<file path="config.mk">
export PLATFORM = sky130hd
export DESIGN_NAME = instr_encoder
export DESIGN_NICKNAME = d
export VERILOG_FILES = /design/src/rtl/legv8_pkg.sv /design/src/rtl/instr_pack.sv /design/src/rtl/instr_encoder.sv
export SDC_FILE = /design/constraint.sdc
export NUM_CORES = 1
export LEC_CHECK = 0
export CORE_MARGIN = 1
export CORE_UTILIZATION = 39
export DETAILED_ROUTE_END_ITERATION = 8
export HOLD_SLACK_MARGIN = 0.02
export PLACE_DENSITY = 0.78
export SLEW_MARGIN = 20
export SYNTH_ARGS = -nofsm -noshare
export SYNTH_HDL_FRONTEND = slang
export SYNTH_SLANG_ARGS = --single-unit
export TNS_END_PERCENT = 10
</file>
<file path="constraint.sdc">
create_clock -name clk -period 1.8 [get_ports clk]
set_input_delay 0.36 -clock clk [delete_from_list [all_inputs] [get_ports clk]]
set_output_delay 0.36 -clock clk [all_outputs]
set_load 0.03 [all_outputs]
</file>
<file path="src/rtl/legv8_pkg.sv">
// LEGv8 encoding constants shared by the program loader and decode.
// Op classes, opcodes, immediate widths, fixed words, error codes.
package legv8_pkg;

  localparam logic [3:0] OP_LDUR = 4'd0;
  localparam logic [3:0] OP_STUR = 4'd1;
  localparam logic [3:0] OP_ADD  = 4'd2;
  localparam logic [3:0] OP_ADDI = 4'd3;
  localparam logic [3:0] OP_SUB  = 4'd4;
  localparam logic [3:0] OP_AND  = 4'd5;
  localparam logic [3:0] OP_ORR  = 4'd6;
  localparam logic [3:0] OP_CBZ  = 4'd7;
  localparam logic [3:0] OP_CBNZ = 4'd8;
  localparam logic [3:0] OP_B    = 4'd9;
  localparam logic [3:0] OP_HALT = 4'd10;
  localparam logic [3:0] OP_NOP  = 4'd11;

  localparam logic [10:0] OPC_ADD  = 11'b10001011000;
  localparam logic [10:0] OPC_SUB  = 11'b11001011000;
  localparam logic [10:0] OPC_AND  = 11'b10001010000;
  localparam logic [10:0] OPC_ORR  = 11'b10101010000;
  localparam logic [10:0] OPC_LDUR = 11'b11111000010;
  localparam logic [10:0] OPC_STUR = 11'b11111000000;
  localparam logic [9:0]  OPC_ADDI = 10'b1001000100;
  localparam logic [7:0]  OPC_CBZ  = 8'b10110100;
  localparam logic [7:0]  OPC_CBNZ = 8'b10110101;
  localparam logic [5:0]  OPC_B    = 6'b000101;

  localparam int IMM_W_I  = 12;
  localparam int IMM_W_D  = 9;
  localparam int IMM_W_CB = 19;
  localparam int IMM_W_B  = 26;

  localparam logic [31:0] HALT_WORD = {11'h7FF, 21'b0};
  localparam logic [31:0] NOP_WORD  = 32'h0000_0000;

  localparam logic [1:0] ERR_NONE = 2'd0;
  localparam logic [1:0] ERR_IMM  = 2'd1;
  localparam logic [1:0] ERR_FULL = 2'd2;
  localparam logic [1:0] ERR_OP   = 2'd3;

  typedef struct packed {
    logic [3:0]  op;
    logic [4:0]  rd;
    logic [4:0]  rn;
    logic [4:0]  rm;
    logic [63:0] imm;
  } fields_t;

  // True when imm survives truncation to n bits and sign-extension back.
  function automatic logic imm_fits(input logic [63:0] imm, input int n);
    logic [63:0] hi;
    hi = $signed(imm) >>> (n - 1);
    return (hi == '0) || (&hi);
  endfunction

endpackage

</file>
<file path="src/rtl/instr_pack.sv">
// Combinational LEGv8 packer: fields -> instruction word,
// plus immediate-range and op-class legality flags.
module instr_pack
  import legv8_pkg::*;
(
  input  fields_t     f,
  output logic [31:0] wdata,
  output logic        imm_ok,
  output logic        op_ok
);

  always_comb begin
    wdata  = NOP_WORD;
    imm_ok = 1'b1;
    op_ok  = 1'b1;
    unique case (f.op)
      OP_LDUR: begin
        wdata  = {OPC_LDUR, f.imm[8:0], 2'b00, f.rn, f.rd};
        imm_ok = imm_fits(f.imm, IMM_W_D);
      end
      OP_STUR: begin
        wdata  = {OPC_STUR, f.imm[8:0], 2'b00, f.rn, f.rd};
        imm_ok = imm_fits(f.imm, IMM_W_D);
      end
      OP_ADD:  wdata = {OPC_ADD, f.rm, 6'b0, f.rn, f.rd};
      OP_SUB:  wdata = {OPC_SUB, f.rm, 6'b0, f.rn, f.rd};
      OP_AND:  wdata = {OPC_AND, f.rm, 6'b0, f.rn, f.rd};
      OP_ORR:  wdata = {OPC_ORR, f.rm, 6'b0, f.rn, f.rd};
      OP_ADDI: begin
        wdata  = {OPC_ADDI, f.imm[11:0], f.rn, f.rd};
        imm_ok = imm_fits(f.imm, IMM_W_I);
      end
      OP_CBZ: begin
        wdata  = {OPC_CBZ, f.imm[18:0], f.rd};
        imm_ok = imm_fits(f.imm, IMM_W_CB);
      end
      OP_CBNZ: begin
        wdata  = {OPC_CBNZ, f.imm[18:0], f.rd};
        imm_ok = imm_fits(f.imm, IMM_W_CB);
      end
      OP_B: begin
        wdata  = {OPC_B, f.imm[25:0]};
        imm_ok = imm_fits(f.imm, IMM_W_B);
      end
      OP_HALT: wdata = HALT_WORD;
      OP_NOP:  wdata = NOP_WORD;
      default: op_ok = 1'b0;
    endcase
  end

endmodule

</file>
<file path="src/rtl/instr_encoder.sv">
// Boot/test program loader: packs field bundles into LEGv8 words
// and writes them to consecutive instruction-memory addresses.
module instr_encoder
  import legv8_pkg::*;
#(
  parameter int ADDR_W = 8
) (
  input  logic              clk,
  input  logic              reset_n,
  input  logic              in_valid,
  output logic              in_ready,
  input  logic [3:0]        in_op,
  input  logic [4:0]        in_rd,
  input  logic [4:0]        in_rn,
  input  logic [4:0]        in_rm,
  input  logic [63:0]       in_imm,
  output logic              mem_we,
  output logic [ADDR_W-1:0] mem_addr,
  output logic [31:0]       mem_wdata,
  input  logic              mem_ack,
  output logic              done,
  output logic              err,
  output logic [1:0]        err_code,
  output logic [ADDR_W:0]   count
);

  localparam logic [1:0] S_IDLE  = 2'd0;
  localparam logic [1:0] S_WRITE = 2'd1;
  localparam logic [1:0] S_DONE  = 2'd2;
  localparam logic [1:0] S_ERR   = 2'd3;

  localparam logic [ADDR_W-1:0] LAST   = '1;
  localparam logic [ADDR_W-1:0] A_ONE  = {{(ADDR_W-1){1'b0}}, 1'b1};
  localparam logic [ADDR_W:0]   C_ONE  = {{ADDR_W{1'b0}}, 1'b1};

  logic [1:0]  state;
  logic        is_halt;
  fields_t     f;
  logic [31:0] pw;
  logic        imm_ok;
  logic        op_ok;
  logic        accept;

  assign f = {in_op, in_rd, in_rn, in_rm, in_imm};

  instr_pack u_pack (
    .f      (f),
    .wdata  (pw),
    .imm_ok (imm_ok),
    .op_ok  (op_ok)
  );

  // Outputs decode straight from state so reset drops mem_we at once.
  assign in_ready = (state == S_IDLE);
  assign mem_we   = (state == S_WRITE);
  assign done     = (state == S_DONE);
  assign err      = (state == S_ERR);
  assign accept   = in_valid && in_ready;

  always_ff @(posedge clk or negedge reset_n) begin
    if (!reset_n) begin
      state     <= S_IDLE;
      mem_addr  <= '0;
      mem_wdata <= '0;
      err_code  <= ERR_NONE;
      count     <= '0;
      is_halt   <= 1'b0;
    end else begin
      unique case (state)
        S_IDLE: begin
          if (accept) begin
            if (!op_ok) begin
              state    <= S_ERR;
              err_code <= ERR_OP;
            end else if (!imm_ok) begin
              state    <= S_ERR;
              err_code <= ERR_IMM;
            end else begin
              state     <= S_WRITE;
              mem_wdata <= pw;
              is_halt   <= (in_op == OP_HALT);
            end
          end
        end
        S_WRITE: begin
          if (mem_ack) begin
            count <= count + C_ONE;
            if (is_halt) begin
              state <= S_DONE;
            end else if (mem_addr == LAST) begin
              state    <= S_ERR;
              err_code <= ERR_FULL;
            end else begin
              mem_addr <= mem_addr + A_ONE;
              state    <= S_IDLE;
            end
          end
        end
        default: ;
      endcase
    end
  end

endmodule

</file>
After elaboration in Yosys (flattened, before gate mapping)
Cells that the tools add are included.
Widths: inputs -> output; s select.
{ "word_totals": {"register_bits": 54, "word_cells": 71, "input_bits": 87} }
{ "classes": {"n_addsub": 2, "n_eq_ne": 20, "reduce_logical": 24, "mux": 17, "bitwise_logic": 2} }
{ "ops": {"columns": ["cell", "count"], "rows": [
  ["$pmux 32 s11", 1],
  ["$logic_not 64->1", 4],
  ["$reduce_and 56->1", 1],
  ["$reduce_and 53->1", 1],
  ["$reduce_and 46->1", 1],
  ["$reduce_and 39->1", 1],
  ["$mux 2", 12],
  ["$eq 4x3->1 const B", 4],
  ["$eq 4x4->1 const B", 4],
  ["$reduce_or 12->1", 1],
  ["$add 9x1->9 const B", 1],
  ["$add 8x1->8 const B", 1],
  ["$eq 4x2->1 const B", 2],
  ["$eq 8x8->1 const B", 1],
  ["$pmux 2 s2", 2],
  ["$reduce_and 4->1", 2],
  ["$ne 2x1->1 const B", 3],
  ["$reduce_and 6->1", 1],
  ["$eq 2x2->1 const B", 2],
  ["$eq 4x1->1 const B", 1],
  ["$logic_not 4->1", 1],
  ["$logic_or 1x1->1", 4],
  ["$pmux 1 s4", 1],
  ["$reduce_or 2->1", 2],
  ["other kinds (10)", 11]
]} }

Logic depth before layout (Yosys ltp)
Gate-level depths: netlist of run 1.
{ "logic_depth": {"ltp_word": 7, "depth_mapped": 9, "ltp_nobuf": 7} }

Modules after synthesis
A second synthesis of run 1 with hierarchy kept.
{ "unflattened": {"cells_unflattened": 335, "area_unflattened_um2": 3305.7} }
{ "modules_own_cells": {"columns": ["mod", "area_each_um2", "instances", "cells_each", "seq_area_each_um2"], "rows": [
  ["instr_encoder", 2247.2, 1, 164, 1351.3],
  ["instr_pack", 1058.5, 1, 171, 0.0]
]} }

Least setup slack after synthesis of run 1
OpenSTA, ideal clock, no wires.
{ "synth_path": {"path_kind": "input -> register", "startpoint": "input in_imm[28]", "endpoint": "register mem_wdata[12]", "t_arrival_ns": 2.366, "setup_slack_ns": -0.692, "required_ns": 1.675, "cell_stages": 8, "setup_ns": 0.125, "path_cell_list": "nor4_1 > nand4_1 > or4_4 > a22oi_1 > a2111oi_2 > a31oi_4 > buf_6 > mux2_4"} }
{ "synth_via": {"elab_chain_len": 4, "word_cells_on_any_way": 14, "cone_classes": "1 x mux; 13 x reduce/logical"} }
{ "synth_lines": {"columns": ["element", "line_no", "source"], "rows": [
  ["start, declared", "instr_encoder.sv:16", "input logic [63:0] in_imm,"],
  ["$logic_not 64->1 (tied with other cells)", "legv8_pkg.sv:54", "return (hi == '0) || (&hi);"],
  ["$logic_or 1x1->1", "legv8_pkg.sv:54", null],
  ["$pmux 1 s4 (*)", "instr_pack.sv:16", "unique case (f.op)"],
  ["$reduce_and 4->1 (no source line) (*)", null, null],
  ["end signal, assigned", "instr_encoder.sv:80", "mem_wdata <= pw;"],
  ["end, declared", "instr_encoder.sv:19", "output logic [31:0] mem_wdata,"]
]} }
Mark *: on every way between the ends. The rest lies on a longest branch, timed or not.
A chain may end at the register's enable or synchronous reset.

Final worst setup path of run 1
{ "layout_path": {"startpoint": "input in_imm[20]", "endpoint": "register mem_wdata[5]"} }
{ "layout_via": {"elab_chain_len": 4, "word_cells_on_any_way": 11, "cone_classes": "1 x mux; 10 x reduce/logical"} }
{ "layout_lines": {"columns": ["element", "line_no"], "rows": [
  ["$logic_not 64->1 (tied with other cells)", "legv8_pkg.sv:54"],
  ["$logic_or 1x1->1", "legv8_pkg.sv:54"],
  ["$pmux 1 s4 (*)", "instr_pack.sv:16"],
  ["$reduce_and 4->1 (no source line) (*)", null]
]} }
Marked as above.

==> metrics.txt, run 1 <==
total CTS buffers=5; leakage power=around 2.7 nW; Post-synth EDFFs=0; Req. time, crit path=2.01 ns; via count=3786; Gate power share=42.6%; Yosys reg bits=54; CP Launch Type=primary input; CP Class=primary input to flop; sequential share of the synthesized area=40.8%; top cell type's share of synthesized area=about two fifths; row count=33; Max Cap Viol=0; syn_nets=roughly 420; prevailing post-synth register cell=dfrtp_1; asr flop ratio synth=100%; Design Area, Final=5880 um2; nets=approximately 650; Pwr Density=between 600 and 700 nW/um2; slew of the pin with the lowest slew margin=about 0.6 ns; # DRC=0; Slew Viols, Final=0; drt first-iter violations=around 230; number of diodes=0; drt first pass iters=5; Setup TNS=-21.69 ns; minimum clock period=2.51 ns; Filler Cells Inserted=616; layout cells sized above 1=36.7%; Hold Path Class=flop to flop; Core Area=8220 um2; Synth area leader=dfrtp_1; GRT Util Overall=between 20 and 30%; status=finished, violations left; largest net degree at the start of global routing=38; peak supply drop=about 0.00040 V; violated checks=negative setup slack; Cells after DPL=approximately 640; max_slew headroom=~60%; Port Buffer Count=141; post-synth cell types=between 40 and 50; Psw=between 1.5 and 2 mW; first-pass GRT wire length=18900 um; cells on worst reg2reg path=7; Switching Share=~38%; Clock Tree Buf Depth=2; total power=between 4 and 5 mW; Post-DP Area=5390 um2; Mapped Cells=~330; CTS sink count=between 50 and 60; Worst Path Max Fanout=5; Sequential Power Share=between 30% and 40%; Clock transition at path regs=approximately 0.11 ns; final core utilization=between 70% and 80%; hold depth=1; drt total wl=12600 um; area growth from synthesis to layout=77.4%; Starting Density=between 40 and 50%; post-route ant nets=0; CTS tree=done; final setup vio count=36; DIE AREA=between 8000 and 9000 um2; CP Data Arrival Time=roughly 2.7 ns; Non-Filler Instances=663; top cells by area, synth=dfrtp_1 41%, mux2_4 9.1%, a221o_1 4.2%; H-tree levels=2; DIE HEIGHT=around 94 um; gr ovfl total=0; Hold WS=about 0.49 ns; RSZ-0062 raised after global routing=true; Yosys warnings=0; initial antenna violation count=0; internal power=2.50 mW; Layout Skew=just over 0.008 ns; element type at the critical path end=flop; RePlAce Congestion=roughly 0.99; Clock power frac=between 10% and 20%; post-route setup slack=-0.715 ns; Clock Latency Late Sink=about 0.32 ns; Root Driver=clkbuf_8; final worst-path cycle share=140%; number of global-route vias before repair=about 3800; Wirelength per Cell=18.9 um; Netlist Area Pre-Place=3310 um2; vias per cell=roughly 5.7; IO Count=between 100 and 150; Setup WS pre-CTS=-1.30 ns; Die X=~94 um; syn avg cell area=9.98 um2; final hold violation count=0; detailed placement HPWL=8870 um; fmax=slightly below 0.4 GHz
[sequential cells by signal, summed over array words and instances, names as in the netlist]
name	cells
is_halt	1
err_code	2
mem_addr	8
count	9
mem_wdata	32
state	2
[final cells by class]
| type | instances | area (um2) | area share [%] |
|---|---|---|---|
| Multi-Input combinational cell | 248 | 2110 | 36.0 |
| Clock buffer | 5 | 68.8 | 1.17 |
| Sequential cell | 54 | 1350 | 23.0 |
| Timing Repair Buffer | 233 | 2130 | 36.2 |
| Clock inverter | 3 | 28.8 | 0.490 |
| Tap cell | 105 | 131 | 2.23 |
| Inverter | 15 | 56.3 | 0.958 |
[path summary, 6_finish.rpt]
kind | from | to | slack (ns)
setup / recovery | in_imm[20] | mem_wdata[5]$_DFFE_PN0P_ | -0.71
hold / removal | count[8]$_DFFE_PN0P_ | count[8]$_DFFE_PN0P_ | 0.49
setup reg to reg | state[0]$_DFFE_PN0P_ | mem_wdata[5]$_DFFE_PN0P_ | -0.11
hold reg to reg | count[8]$_DFFE_PN0P_ | count[8]$_DFFE_PN0P_ | 0.49
max in group asynchronous | reset_n | mem_wdata[29]$_DFFE_PN0P_ | 0.75
min in group asynchronous | reset_n | count[7]$_DFFE_PN0P_ | 0.51
[cell usage after synthesis, drive strengths merged (7+ instances only)]
cell type	instances
a21oi	12
a221o	14
a22o	9
a22oi	11
clkbuf	11
dfrtp	54
inv	14
mux2	29
mux2i	7
nand2	29
nand3	15
nand4	13
nor2	24
nor3	7
nor4	15
o21ai	7
xnor2	9
[placed cells by master (no fill, tap or decap), types with 6 or more instances in the layout]
master / instances
mux2i_1: 7
nand3_1: 9
a22oi_1: 10
dlygate4sd2_1: 25
dfrtp_1: 54
nor2_1: 22
dlymetal6s2s_1: 7
xnor2_1: 9
a22o_1: 9
nand4_1: 13
buf_2: 19
buf_4: 75
clkdlybuf4s50_1: 63
buf_6: 20
a221o_1: 14
nand2_1: 28
o21ai_0: 7
nor4_4: 8
mux2_4: 25
a21oi_1: 12
xor2_1: 6
clkdlybuf4s15_1: 7
inv_1: 14
[kinds of logic (layout without fill, tap and decap cells)]
logic type                 Yosys count  count (layout)  synth area share, %
and+or+nand+nor                    123             123                 18.9
AOI/OAI and AO/OA                   72              72                 17.3
DFF                                 54              54                 40.8
muxes                               36              36                 14.2
buffers and inverters               30             256                 4.12
xor gates and xnor gates            15              15                 3.97
adders and majority gates            2               2                0.755
[metal layers]
| layer | part of all wire [%] | vias up | GRT usage, % | wire length [um] |
|---|---|---|---|---|
| met3 | 6.3 | 39 | 4.53 | 796 |
| met1 | 40 | 1830 | 33.9 | 5080 |
| met2 | 51 | 208 | 48.4 | 6380 |
| li1 | - | 1709 | - | - |
| met5 | 0 | - | 0 | 0 |
| met4 | 2.4 | 0 | 7.95 | 305 |
[power by group through the flow]
stage | combinational [mW] | sequential [mW] | clock [mW]
after global placement | 1.68 | 1.57 | 0
after detailed placement | 1.72 | 1.57 | 0
after global routing | 1.82 | 1.58 | 0.817
after CTS | 1.69 | 1.55 | 0.760
after floorplan | 0.450 | 1.91 | 0
final | 1.71 | 1.56 | 0.756
[worst max-delay path, cell delays in order]
cell	delay (ns)
buf_6	0.09
or4_4	0.54
nor4_4	0.23
nand3_2	0.17
nor2_2	0.20
nand3_2	0.14
a31oi_4	0.30
buf_6	0.16
buf_16	0.12
buf_8	0.12
mux2_4	0.29
[timing repair]
action                                 4_1_cts  5_1_grt
hold buffers                                 1        0
setup endpoints to repair                   49       51
buffers inserted                             4        9
gates resized for setup                    215       58
pin swaps                                   10       11
gates cloned                                 2        0
endpoints found under the hold margin       17        0
No activity file was read; power rests on OpenSTA's default activity.
==> inputs of run 2 (changes only) <==
- CORE_UTILIZATION: 39 -> 35
- PLACE_DENSITY: 0.78 -> 0.71
==> run 2 against run 1 <==
  * The flow still finishes with violations (negative setup slack)
  * Sequential share of layout area up 0.38 points
  * Critical path depth shrank 2
  * Setup slack better by 0.088 ns
  * Count of clock-buffer cells in the layout grew 1
  * Critical path type unchanged
  * Critical endpoint is now mem_wdata[1]$_DFFE_PN0P_
==> metrics.txt, run 2 (same netlist as run 1, synthesis figures left out) <==
RSZ-0062 raised after global routing=true; largest net degree at the start of global routing=roughly 40; CP Class=primary input to flop; Hold WS=0.484 ns; Setup TNS=-19.59 ns; Wirelength per Cell=18.1 um; total power=just over 4 mW; final hold violation count=0; max_slew headroom=between 50% and 60%; vias per cell=roughly 5.7; RePlAce Congestion=between 0.8 and 0.9; fmax=a little over 0.4 GHz; IO Count=~140; Slew Viols, Final=0; status=finished, violations left; CP Data Arrival Time=~2.6 ns; DIE AREA=between 9000 and 10000 um2; Setup WS pre-CTS=-1.25 ns; drt first pass iters=8; minimum clock period=approximately 2.4 ns; # DRC=0; CTS tree=done; initial antenna violation count=0; nets=between 600 and 700; via count=around 3800; most frequent cells in the layout=73 x buf_4, 58 x clkdlybuf4s50_1, 54 x dfrtp_1; Starting Density=about 36%; cells on worst reg2reg path=5; drt total wl=~12000 um; Layout Skew=roughly 0.0069 ns; Clock Tree Buf Depth=2; Clock power frac=a little over a fifth; drt first-iter violations=258; violated checks=negative setup slack; post-route setup slack=-0.626 ns; Sequential Power Share=37.3%; Switching Share=between 30% and 40%; leakage power=between 2 and 3 nW; internal power=approximately 2.7 mW; Core Area=approximately 9000 um2; Req. time, crit path=2.00 ns; area growth from synthesis to layout=74.5%; Gate power share=41.0%; peak supply drop=approximately 0.00040 V; gr ovfl total=0; Post-DP Area=approximately 5400 um2; Pwr Density=a little over 700 nW/um2; first-pass GRT wire length=about 18000 um; Worst Path Max Fanout=5; layout cells sized above 1=35.1%; element type at the critical path end=flop; Root Driver=clkbuf_8; final worst-path cycle share=135%; Psw=approximately 1.5 mW; max reg flops=32; final setup vio count=36; GRT Util Overall=23.6%; CTS sink count=between 50 and 60; commonest non-fill, non-tap cell in the layout=buf_4; Clock transition at path regs=approximately 0.11 ns; Port Buffer Count=141; slew of the pin with the lowest slew margin=0.644 ns; H-tree levels=2; row count=35; hold depth=1; CP Launch Type=primary input; detailed placement HPWL=~8500 um; Hold Path Class=flop to flop; DIE HEIGHT=between 90 and 100 um; number of global-route vias before repair=3693; post-route ant nets=0; Biggest register=mem_wdata; Clock Latency Late Sink=slightly above 0.3 ns; Die X=just under 100 um; total CTS buffers=5; Design Area, Final=slightly below 6000 um2; largest registers=mem_wdata x32, count x9, mem_addr x8; Max Cap Viol=0
[run 2: repair_timing]
| item | CTS | global route |
|---|---|---|
| buffers inserted | 5 | 3 |
| pin swaps | 14 | 1 |
| gates cloned | 2 | 1 |
| resized for setup | 224 | 30 |
| hold buffers | 1 | 0 |
| endpoints found under the setup margin | 50 | 53 |
| hold endpoints to repair | 14 | 0 |
[run 2: cell type report]
cell class	instances	area, um2
diodes	1	2.50
clock buffers	6	82.6
clock inverters	2	38.8
fillers	762	3410
inverters	15	56.3
multi-input cells	248	2060
flip-flops and latches	54	1350
well taps	111	139
repair buffers	227	2050
[run 2: routing by layer]
layer	part of all wire [%]	track usage [%]	up-vias	wire, um
met3	7.6	4.50	37	908
met5	0	0	-	0
met4	3.4	8.71	0	404
met2	48	40.7	228	5780
met1	41	29.4	1791	4910
li1	-	-	1699	-
[run 2: final timing paths]
kind	slack, ns	end	from
worst max register to register	-0.13	mem_wdata[1]$_DFFE_PN0P_	state[0]$_DFFE_PN0P_
worst max-delay path	-0.63	mem_wdata[1]$_DFFE_PN0P_	in_imm[55]
worst min-delay path	0.48	count[8]$_DFFE_PN0P_	count[8]$_DFFE_PN0P_
worst min register to register	0.48	count[8]$_DFFE_PN0P_	count[8]$_DFFE_PN0P_
min in group asynchronous	0.49	mem_addr[6]$_DFFE_PN0P_	reset_n
max in group asynchronous	0.77	mem_wdata[21]$_DFFE_PN0P_	reset_n
[run 2: critical path: stages]
cell	delay [ns]
buf_8	0.10
nor4_4	0.24
nand2_1	0.08
or4_4	0.59
a22oi_2	0.27
a2111oi_4	0.11
a31oi_4	0.24
bufbuf_16	0.32
mux2_1	0.31
[run 2: stage by stage]
step                util, %  std cells
floorplan                 -        332
global placement       58.7        644
detailed placement     58.7        644
CTS                    61.8        660
global route           62.8        663
finish                 62.9        664
[run 2: power by group through the flow]
stage	Combinational, mW	Clock [mW]	Sequential (mW)
2_1_floorplan	0.450	0	1.91
3_3_place_gp	1.69	0	1.56
3_5_place_dp	1.73	0	1.57
4_1_cts	1.69	0.921	1.55
5_1_grt	1.80	0.977	1.57
6_report	1.70	0.897	1.55
